### src/rtl/mem_arb_pkg.sv
// Shared types and constants for the two-port single-memory arbiter.
// Holds the FSM state encoding, the port owner encoding, the latched
// transaction record and the default memory read latency.
package mem_arb_pkg;

  localparam int ADDR_W          = 32;
  localparam int DATA_W          = 32;
  // Read latency from the mem_en cycle to valid mem_rdata; legal 1..4.
  localparam int MEM_LAT_DEFAULT = 1;
  // Wait counter holds MEM_LAT-1, so 0..3 fits in two bits.
  localparam int CNT_W           = 2;

  // Encoding is visible on the y debug output and must stay fixed.
  typedef enum logic [1:0] {
    ST_IDLE   = 2'd0,
    ST_ACCESS = 2'd1,
    ST_WAIT   = 2'd2,
    ST_RESP   = 2'd3
  } state_t;

  typedef enum logic {
    OWN_CPU = 1'b0,
    OWN_EXT = 1'b1
  } owner_t;

  // One latched memory transaction as captured from the winning port.
  typedef struct packed {
    logic              we;
    logic [ADDR_W-1:0] addr;
    logic [DATA_W-1:0] wdata;
  } txn_t;

endpackage

### src/rtl/mem_arbiter.sv
// Purpose : round-robin arbiter giving a CPU port and an external loader/debug
//           port shared access to one single-port synchronous memory.
// Latency : request seen in IDLE at t -> write ack at t+2, read ack at t+2+MEM_LAT.
// Backpr. : requesters hold req until their one-cycle ack; cpu_stall mirrors
//           the CPU wait. Only one transaction is ever in flight.
// Ports   : clk/reset (sync, active-high); cpu_* and ext_* request ports with
//           ack/rdata returns; mem_* memory strobe/address/data; cpu_stall;
//           y = current FSM state for debug.
module mem_arbiter
  import mem_arb_pkg::*;
#(
  parameter int MEM_LAT = MEM_LAT_DEFAULT
) (
  input  logic              clk,
  input  logic              reset,
  // CPU port
  input  logic              cpu_req,
  input  logic              cpu_we,
  input  logic [ADDR_W-1:0] cpu_addr,
  input  logic [DATA_W-1:0] cpu_wdata,
  output logic              cpu_ack,
  output logic [DATA_W-1:0] cpu_rdata,
  output logic              cpu_stall,
  // External loader/debug port
  input  logic              ext_req,
  input  logic              ext_we,
  input  logic [ADDR_W-1:0] ext_addr,
  input  logic [DATA_W-1:0] ext_wdata,
  output logic              ext_ack,
  output logic [DATA_W-1:0] ext_rdata,
  // Memory side
  output logic              mem_en,
  output logic              mem_we,
  output logic [ADDR_W-1:0] mem_addr,
  output logic [DATA_W-1:0] mem_wdata,
  input  logic [DATA_W-1:0] mem_rdata,
  // Debug
  output logic [1:0]        y
);

  // Value loaded into the wait counter when a read leaves ACCESS.
  localparam logic [CNT_W-1:0] LAT_INIT = CNT_W'(MEM_LAT - 1);

  state_t            r_state;
  state_t            w_state_nxt;
  owner_t            r_owner;
  owner_t            r_last_owner;
  txn_t              r_txn;
  logic [CNT_W-1:0]  r_cnt;
  logic [DATA_W-1:0] r_rdata;
  logic [DATA_W-1:0] r_cpu_rdata;
  logic [DATA_W-1:0] r_ext_rdata;

  logic              w_any_req;
  owner_t            w_pick;
  txn_t              w_cpu_txn;
  txn_t              w_ext_txn;
  logic              w_in_resp;
  logic [DATA_W-1:0] w_resp_dat;

  // --------------------------------------------------------------------------
  // State register
  // --------------------------------------------------------------------------
  always_ff @(posedge clk) begin
    if (reset) begin
      r_state <= ST_IDLE;
    end else begin
      r_state <= w_state_nxt;
    end
  end

  // --------------------------------------------------------------------------
  // Next state, round-robin pick and all outputs
  // --------------------------------------------------------------------------
  always_comb begin
    w_state_nxt = r_state;
    w_any_req   = cpu_req | ext_req;
    w_cpu_txn   = '{we: cpu_we, addr: cpu_addr, wdata: cpu_wdata};
    w_ext_txn   = '{we: ext_we, addr: ext_addr, wdata: ext_wdata};

    // Under contention the port that was served last loses; a lone
    // requester always wins regardless of history.
    w_pick = OWN_CPU;
    if (cpu_req && ext_req) begin
      w_pick = (r_last_owner == OWN_CPU) ? OWN_EXT : OWN_CPU;
    end else if (ext_req) begin
      w_pick = OWN_EXT;
    end

    case (r_state)
      ST_IDLE: begin
        if (w_any_req) begin
          w_state_nxt = ST_ACCESS;
        end
      end
      ST_ACCESS: begin
        w_state_nxt = r_txn.we ? ST_RESP : ST_WAIT;
      end
      ST_WAIT: begin
        if (r_cnt == '0) begin
          w_state_nxt = ST_RESP;
        end
      end
      ST_RESP: begin
        w_state_nxt = ST_IDLE;
      end
      default: begin
        w_state_nxt = ST_IDLE;
      end
    endcase

    // The memory strobe exists only in ACCESS, so a transaction can never
    // issue more than one memory cycle even if reset lands mid-flight.
    mem_en    = (r_state == ST_ACCESS);
    mem_we    = (r_state == ST_ACCESS) & r_txn.we;
    mem_addr  = r_txn.addr;
    mem_wdata = r_txn.wdata;

    // Writes return zero data; reads return what WAIT captured.
    w_in_resp  = (r_state == ST_RESP);
    w_resp_dat = r_txn.we ? '0 : r_rdata;

    cpu_ack = w_in_resp & (r_owner == OWN_CPU);
    ext_ack = w_in_resp & (r_owner == OWN_EXT);

    // Response data is visible in the ack cycle itself and is then held
    // in the per-port register, so the other port's value never moves.
    cpu_rdata = cpu_ack ? w_resp_dat : r_cpu_rdata;
    ext_rdata = ext_ack ? w_resp_dat : r_ext_rdata;

    cpu_stall = cpu_req & ~cpu_ack;
    y         = r_state;
  end

  // --------------------------------------------------------------------------
  // Transaction latch, wait counter and read-data capture
  // --------------------------------------------------------------------------
  always_ff @(posedge clk) begin
    if (reset) begin
      r_txn        <= '0;
      r_owner      <= OWN_CPU;
      r_last_owner <= OWN_EXT;  // CPU wins the first contention after reset
      r_cnt        <= '0;
      r_rdata      <= '0;
      r_cpu_rdata  <= '0;
      r_ext_rdata  <= '0;
    end else begin
      case (r_state)
        ST_IDLE: begin
          if (w_any_req) begin
            r_owner <= w_pick;
            r_txn   <= (w_pick == OWN_EXT) ? w_ext_txn : w_cpu_txn;
          end
        end
        ST_ACCESS: begin
          if (!r_txn.we) begin
            r_cnt <= LAT_INIT;
          end
        end
        ST_WAIT: begin
          // Counter reaching zero marks the cycle the memory data is valid.
          if (r_cnt == '0) begin
            r_rdata <= mem_rdata;
          end else begin
            r_cnt <= r_cnt - 1'b1;
          end
        end
        ST_RESP: begin
          r_last_owner <= r_owner;
          if (r_owner == OWN_CPU) begin
            r_cpu_rdata <= w_resp_dat;
          end else begin
            r_ext_rdata <= w_resp_dat;
          end
        end
        default: begin
          r_cnt <= '0;
        end
      endcase
    end
  end

endmodule
### config.mk
export PLATFORM = sky130hd
export DESIGN_NAME = mem_arbiter
export DESIGN_NICKNAME = d
export VERILOG_FILES = /design/src/rtl/mem_arb_pkg.sv /design/src/rtl/mem_arbiter.sv
export SDC_FILE = /design/constraint.sdc
export NUM_CORES = 1
export LEC_CHECK = 0
export CAP_MARGIN = 25
export CORE_ASPECT_RATIO = 0.8
export CORE_UTILIZATION = 30
export CTS_BUF_LIST = sky130_fd_sc_hd__clkbuf_8
export CTS_CLUSTER_DIAMETER = 40
export DETAILED_ROUTE_END_ITERATION = 16
export MAX_ROUTING_LAYER = met4
export SLEW_MARGIN = 40
export SYNTH_ARGS = -nofsm -noshare
export SYNTH_HDL_FRONTEND = slang
export SYNTH_SLANG_ARGS = --single-unit
### constraint.sdc
create_clock -name clk -period 3.5 [get_ports clk]
set_clock_uncertainty 0.1 [all_clocks]
set_input_delay 0.35 -clock clk [delete_from_list [all_inputs] [get_ports clk]]
set_output_delay 0.35 -clock clk [all_outputs]
set_load 0.05 [all_outputs]
* Word-level counts from Yosys, hierarchy flattened
Index checks and enable logic that the tools add are counted.
** Storage, ports and cells
- Bits in registers :: 167
- Latch bits :: 0
- RAM bits :: 0
- ROM bits :: 0
- Input port bits :: 166
- Output and inout bits :: 135
- Logic and storage cells :: 49
- Memories :: 0
** Operators by class
- Add/subtract/negate cells :: 1
- Multiply operators :: 0
- Divide/modulo/power cells :: 0
- $lt $le $gt $ge :: 0
- Equality and inequality tests :: 7
- Shifts and indexed selects :: 0
- Multiplexer cells :: 14
- Bitwise gates (word level) :: 7
- Reductions and logical operators :: 10
** Operators with widths (number)
- $mux W32 :: 3
- $mux W65 :: 1
- $reduce_and A2 Y1 :: 5
- $mux W2 :: 4
- $ne A2 B2 Y1 const B :: 4
- $pmux W2 S4 :: 1
- $and A1 B1 Y1 :: 4
- $eq A2 B2 Y1 const B :: 2
- $logic_not A2 Y1 :: 2
- $mux W1 :: 4
- $pmux W2 S2 :: 1
- $reduce_and A3 Y1 :: 1
- $eq A2 B1 Y1 const B :: 1
- $not A1 Y1 :: 2
- $reduce_bool A2 Y1 :: 1
- $sub A2 B1 Y2 const B :: 1
- $logic_and A1 B1 Y1 :: 1
- $or A1 B1 Y1 :: 1

* Depth between registers and ports, before layout
- Depth after elaboration :: 4
- Depth in mapped cells :: 7
- Gate-level depth less buffers :: 6

* Least setup slack after synthesis
OpenSTA, ideal clock, no wires.
- Path type :: register to output
- Start point :: register r_state[1], in the netlist y[1]
- End point :: output port cpu_rdata[22]
- Arrival time :: 2036 ps
- Required time :: 3050 ps
- Setup slack :: 1014 ps
- Cell stages (with the launch flop) :: 8
- Buffers on the path :: 2
- Path through :: dfxtp_1 -> ha_1 -> nand2b_1 -> buf_2 -> inv_2 -> buf_2 -> nand2_1 -> nand2_1
** On the way
- Longest elaborated chain between the ends :: 3
** RTL lines
- start: declaration :: RTL line mem_arbiter.sv:44 : state_t r_state;
- start signal: assignment :: RTL line mem_arbiter.sv:68 : r_state <= w_state_nxt;
- $eq A2 B2 Y1 :: RTL line mem_arbiter.sv:120 : w_in_resp = (r_state == ST_RESP);
- $and A1 B1 Y1 :: RTL line mem_arbiter.sv:123 : cpu_ack = w_in_resp & (r_owner == OWN_CPU);
- net cpu_ack :: RTL line mem_arbiter.sv:21 : output logic cpu_ack,
- $mux W32 :: RTL line mem_arbiter.sv:128 : cpu_rdata = cpu_ack ? w_resp_dat : r_cpu_rdata;
- end: declaration :: RTL line mem_arbiter.sv:22 : output logic [DATA_W-1:0] cpu_rdata,
The timed path passes the listed nets, and every way through them passes these cells.

* Worst setup path after layout
- Start point :: register r_state[1], in the netlist y[1]
- End point :: output port ext_rdata[31]
** On the way
- Longest elaborated chain between the ends :: 3
** RTL lines
- $eq A2 B2 Y1 :: RTL line mem_arbiter.sv:120
- $and A1 B1 Y1 :: RTL line mem_arbiter.sv:124 : ext_ack = w_in_resp & (r_owner == OWN_EXT);
- $mux W32 :: RTL line mem_arbiter.sv:129 : ext_rdata = ext_ack ? w_resp_dat : r_ext_rdata;
- end: declaration :: RTL line mem_arbiter.sv:30 : output logic [DATA_W-1:0] ext_rdata,
Every way passes these cells.

==> flow_summary.json <==
{
  "grt_max_degree": 94,
  "leakage_nw": 4.78,
  "start_util_pct": 31.0,
  "synth-main-ff-cell": "dfxtp_1",
  "dieArea_um2": 26100,
  "max_freq_ghz": 0.310,
  "whs_path_depth": 2,
  "grt_pass1_wl_um": 36000,
  "cap_violations": 0,
  "ir_drop_mv": 0.411,
  "synth_xor_area_share_pct": 0,
  "totalWireLength_um": 22700,
  "path_clk_slew_ns": 0.10,
  "placed_cells": 1453,
  "yosysSeqAreaShare_pct": 43.8,
  "firstDrtPassIters": 4,
  "crit_slowest_cell": "clkdlybuf4s50_1",
  "rsz0062_at_grt": "no",
  "place_congestion": 0.800,
  "synth_nets": 1126,
  "tightestPinTransition_ns": 0.792,
  "cp-startpoint": "y[1]",
  "track_usage_pct": 18.0,
  "vias": 6778,
  "cts-root-buf": "clkbuf_8",
  "setup_tns_ns": 0,
  "r2r_start": "y[0]",
  "powerDensity_nw_per_um2": 714,
  "core-area_um2": 24600,
  "overflow": 0,
  "synth-compound-area-share_pct": 18.7,
  "pin_count": 301,
  "cts_tree": "done",
  "post_cts_buffers": 0,
  "synth_area_per_cell_um2": 8.00,
  "netlist_instances": 954,
  "antenna_found_initial": 0,
  "syn_area_um2": 7630,
  "hold_buffers": 0,
  "synth-edff-count": 0,
  "critical_path_class": "register to output port",
  "synth-simple-area-share_pct": 19.6,
  "crit_path_end_kind": "output port",
  "first_global_vias": 6684,
  "ys_async_sr_fraction_pct": 0,
  "viasPerCell": 4.56,
  "ys_ff_latch": 167,
  "r2r_cells": 6,
  "critPathMaxFanout": 23,
  "worstHoldPathType": "input pin to register",
  "synth_mux_area_share_pct": 4.33,
  "r2r_end": "mem_wdata[12]",
  "htree_levels": 4,
  "layout_common_cells": "266 x clkdlybuf4s50_1, 228 x nand2_1, 167 x dfxtp_1, 131 x a21oi_1, 100 x nor2_1",
  "die_h_um": 145,
  "syn2layout_area_growth_pct": 42.0,
  "final_nets": 1326,
  "final.setup.worst_slack_ns": 0.274,
  "clock_latency_ns": 0.46,
  "max-clock-path-buffers": 2,
  "final_antenna_net_count": 0,
  "drive_above_1_share_pct": 10.8,
  "synth_top_family_by_area": "simple AND/OR/NAND/NOR gates",
  "place_ws_ns": 0.780,
  "wl_per_cell_um": 15.3,
  "cts_buffers": 17,
  "cts-resized-gates": 0,
  "regToRegSetupSlack_ns": 1.52,
  "synthAdderAreaFrac_pct": 0.984,
  "setup_viol": 0,
  "slowest_delay_ns": 0.80,
  "finalCritPeriodShare_pct": 92.2,
  "relSlewSlack_pct": 47.2,
  "first_iter_violations": 306,
  "die_w_um": 180,
  "ys_warn_count": 0,
  "drc": 0,
  "drv_slew": 0,
  "hpwl_um": 15500,
  "critPathArrivalTime_ns": 2.78,
  "final_common_cell": "clkdlybuf4s50_1",
  "crit_chain": "ha_1 > nand2_2 > buf_12 > mux2i_1 > inv_1 > clkdlybuf4s50_1",
  "stdcell_count": 1485,
  "final_hold_viol_count": 0,
  "placement.io_buffers": 300,
  "diodes": 0,
  "finalCriticalPeriod_ns": 3.23,
  "synth_cell_types": 31,
  "crit_end": "ext_rdata[31]",
  "status": "finished clean",
  "cp.required_ns": 3.05,
  "clock-sinks": 167,
  "worstSetupStartpointType": "register",
  "rows": 51
}
[cells in the mapped netlist (all sizes together) (2+ instances only)]
cell type	instances	area share, %
nor2b	33	2.7
nand2b	3	0.25
nor2	100	4.9
clkbuf	24	1.2
dfxtp	167	44
a211oi	65	9.0
nand2	229	11
mux2i	33	4.3
ha	6	0.98
buf	107	9.4
inv	40	2.0
and2	2	0.16
a21oi	131	8.6
[final cells by class]
type,instances,area [um2]
Clock buffer,17,234
Clock inverter,15,203
Fill cell,2448,13800
Inverter,40,150
Multi-Input combinational cell,616,3350
Sequential cell,167,3340
Tap cell,318,398
Timing Repair Buffer,312,3150
[per-stage QoR]
step	power [mW]	instance area (um2)	hold slack [ns]	util, %
after floorplan	5.45	7630	0.319	-
after global placement	6.28	10400	0.335	42.2
after CTS	7.84	10800	0.265	44.0
after detailed placement	6.31	10400	0.340	42.2
after global routing	8.17	10800	0.285	44.0
final	7.73	10800	0.303	44.0
[cells by family after synthesis]
family / Yosys count
compound gates: 206
fa+ha+maj: 6
buf+inv: 171
flops: 167
mux: 33
simple gates: 371
[critical path, delay by kind of cell, from the launching register on]
kind | cells | cell delay (ns)
fa+ha+maj | 1 | 0.27
simple gates | 1 | 0.26
mux | 1 | 0.16
buf+inv | 3 | 1.15
flops | 1 | 0.45
[state kept, by name, indices dropped and copies added, names as in the netlist]
register / cells
r_rdata: 32
r_ext_rdata: 32
mem_addr: 32
r_cpu_rdata: 32
r_txn: 1
y: 2
r_cnt: 2
r_last_owner: 1
r_owner: 1
mem_wdata: 32
[power by group]
| group | leakage [nW] | internal, mW | switching [mW] | total, mW |
|---|---|---|---|---|
| sequential | 1.36 | 2.27 | 0.198 | 2.47 |
| combinational | 3.20 | 1.30 | 2.47 | 3.77 |
| clock | 0.218 | 0.620 | 0.870 | 1.49 |
| total | 4.78 | 4.20 | 3.53 | 7.73 |
[routing by layer]
| metal | wire (um) | GRT usage, % |
|---|---|---|
| met5 | 0 | - |
| met4 | 460 | 7.06 |
| met3 | 987 | 3.02 |
| met2 | 10400 | 28.2 |
| met1 | 10900 | 23.3 |
[worst min-delay path by stage]
stage	endpoint	from	slack [ns]
4_1_cts	mem_wdata[25]	cpu_wdata[25]	0.26
3_3_place_gp	r_cnt[0]	r_cnt[0]	0.34
2_1_floorplan	r_cnt[0]	r_cnt[0]	0.32
5_1_grt	r_rdata[22]	mem_rdata[22]	0.29
3_5_place_dp	r_cnt[0]	r_cnt[0]	0.34
6_report	r_ext_rdata[29]	reset	0.30
No activity file was read; power rests on OpenSTA's default activity.
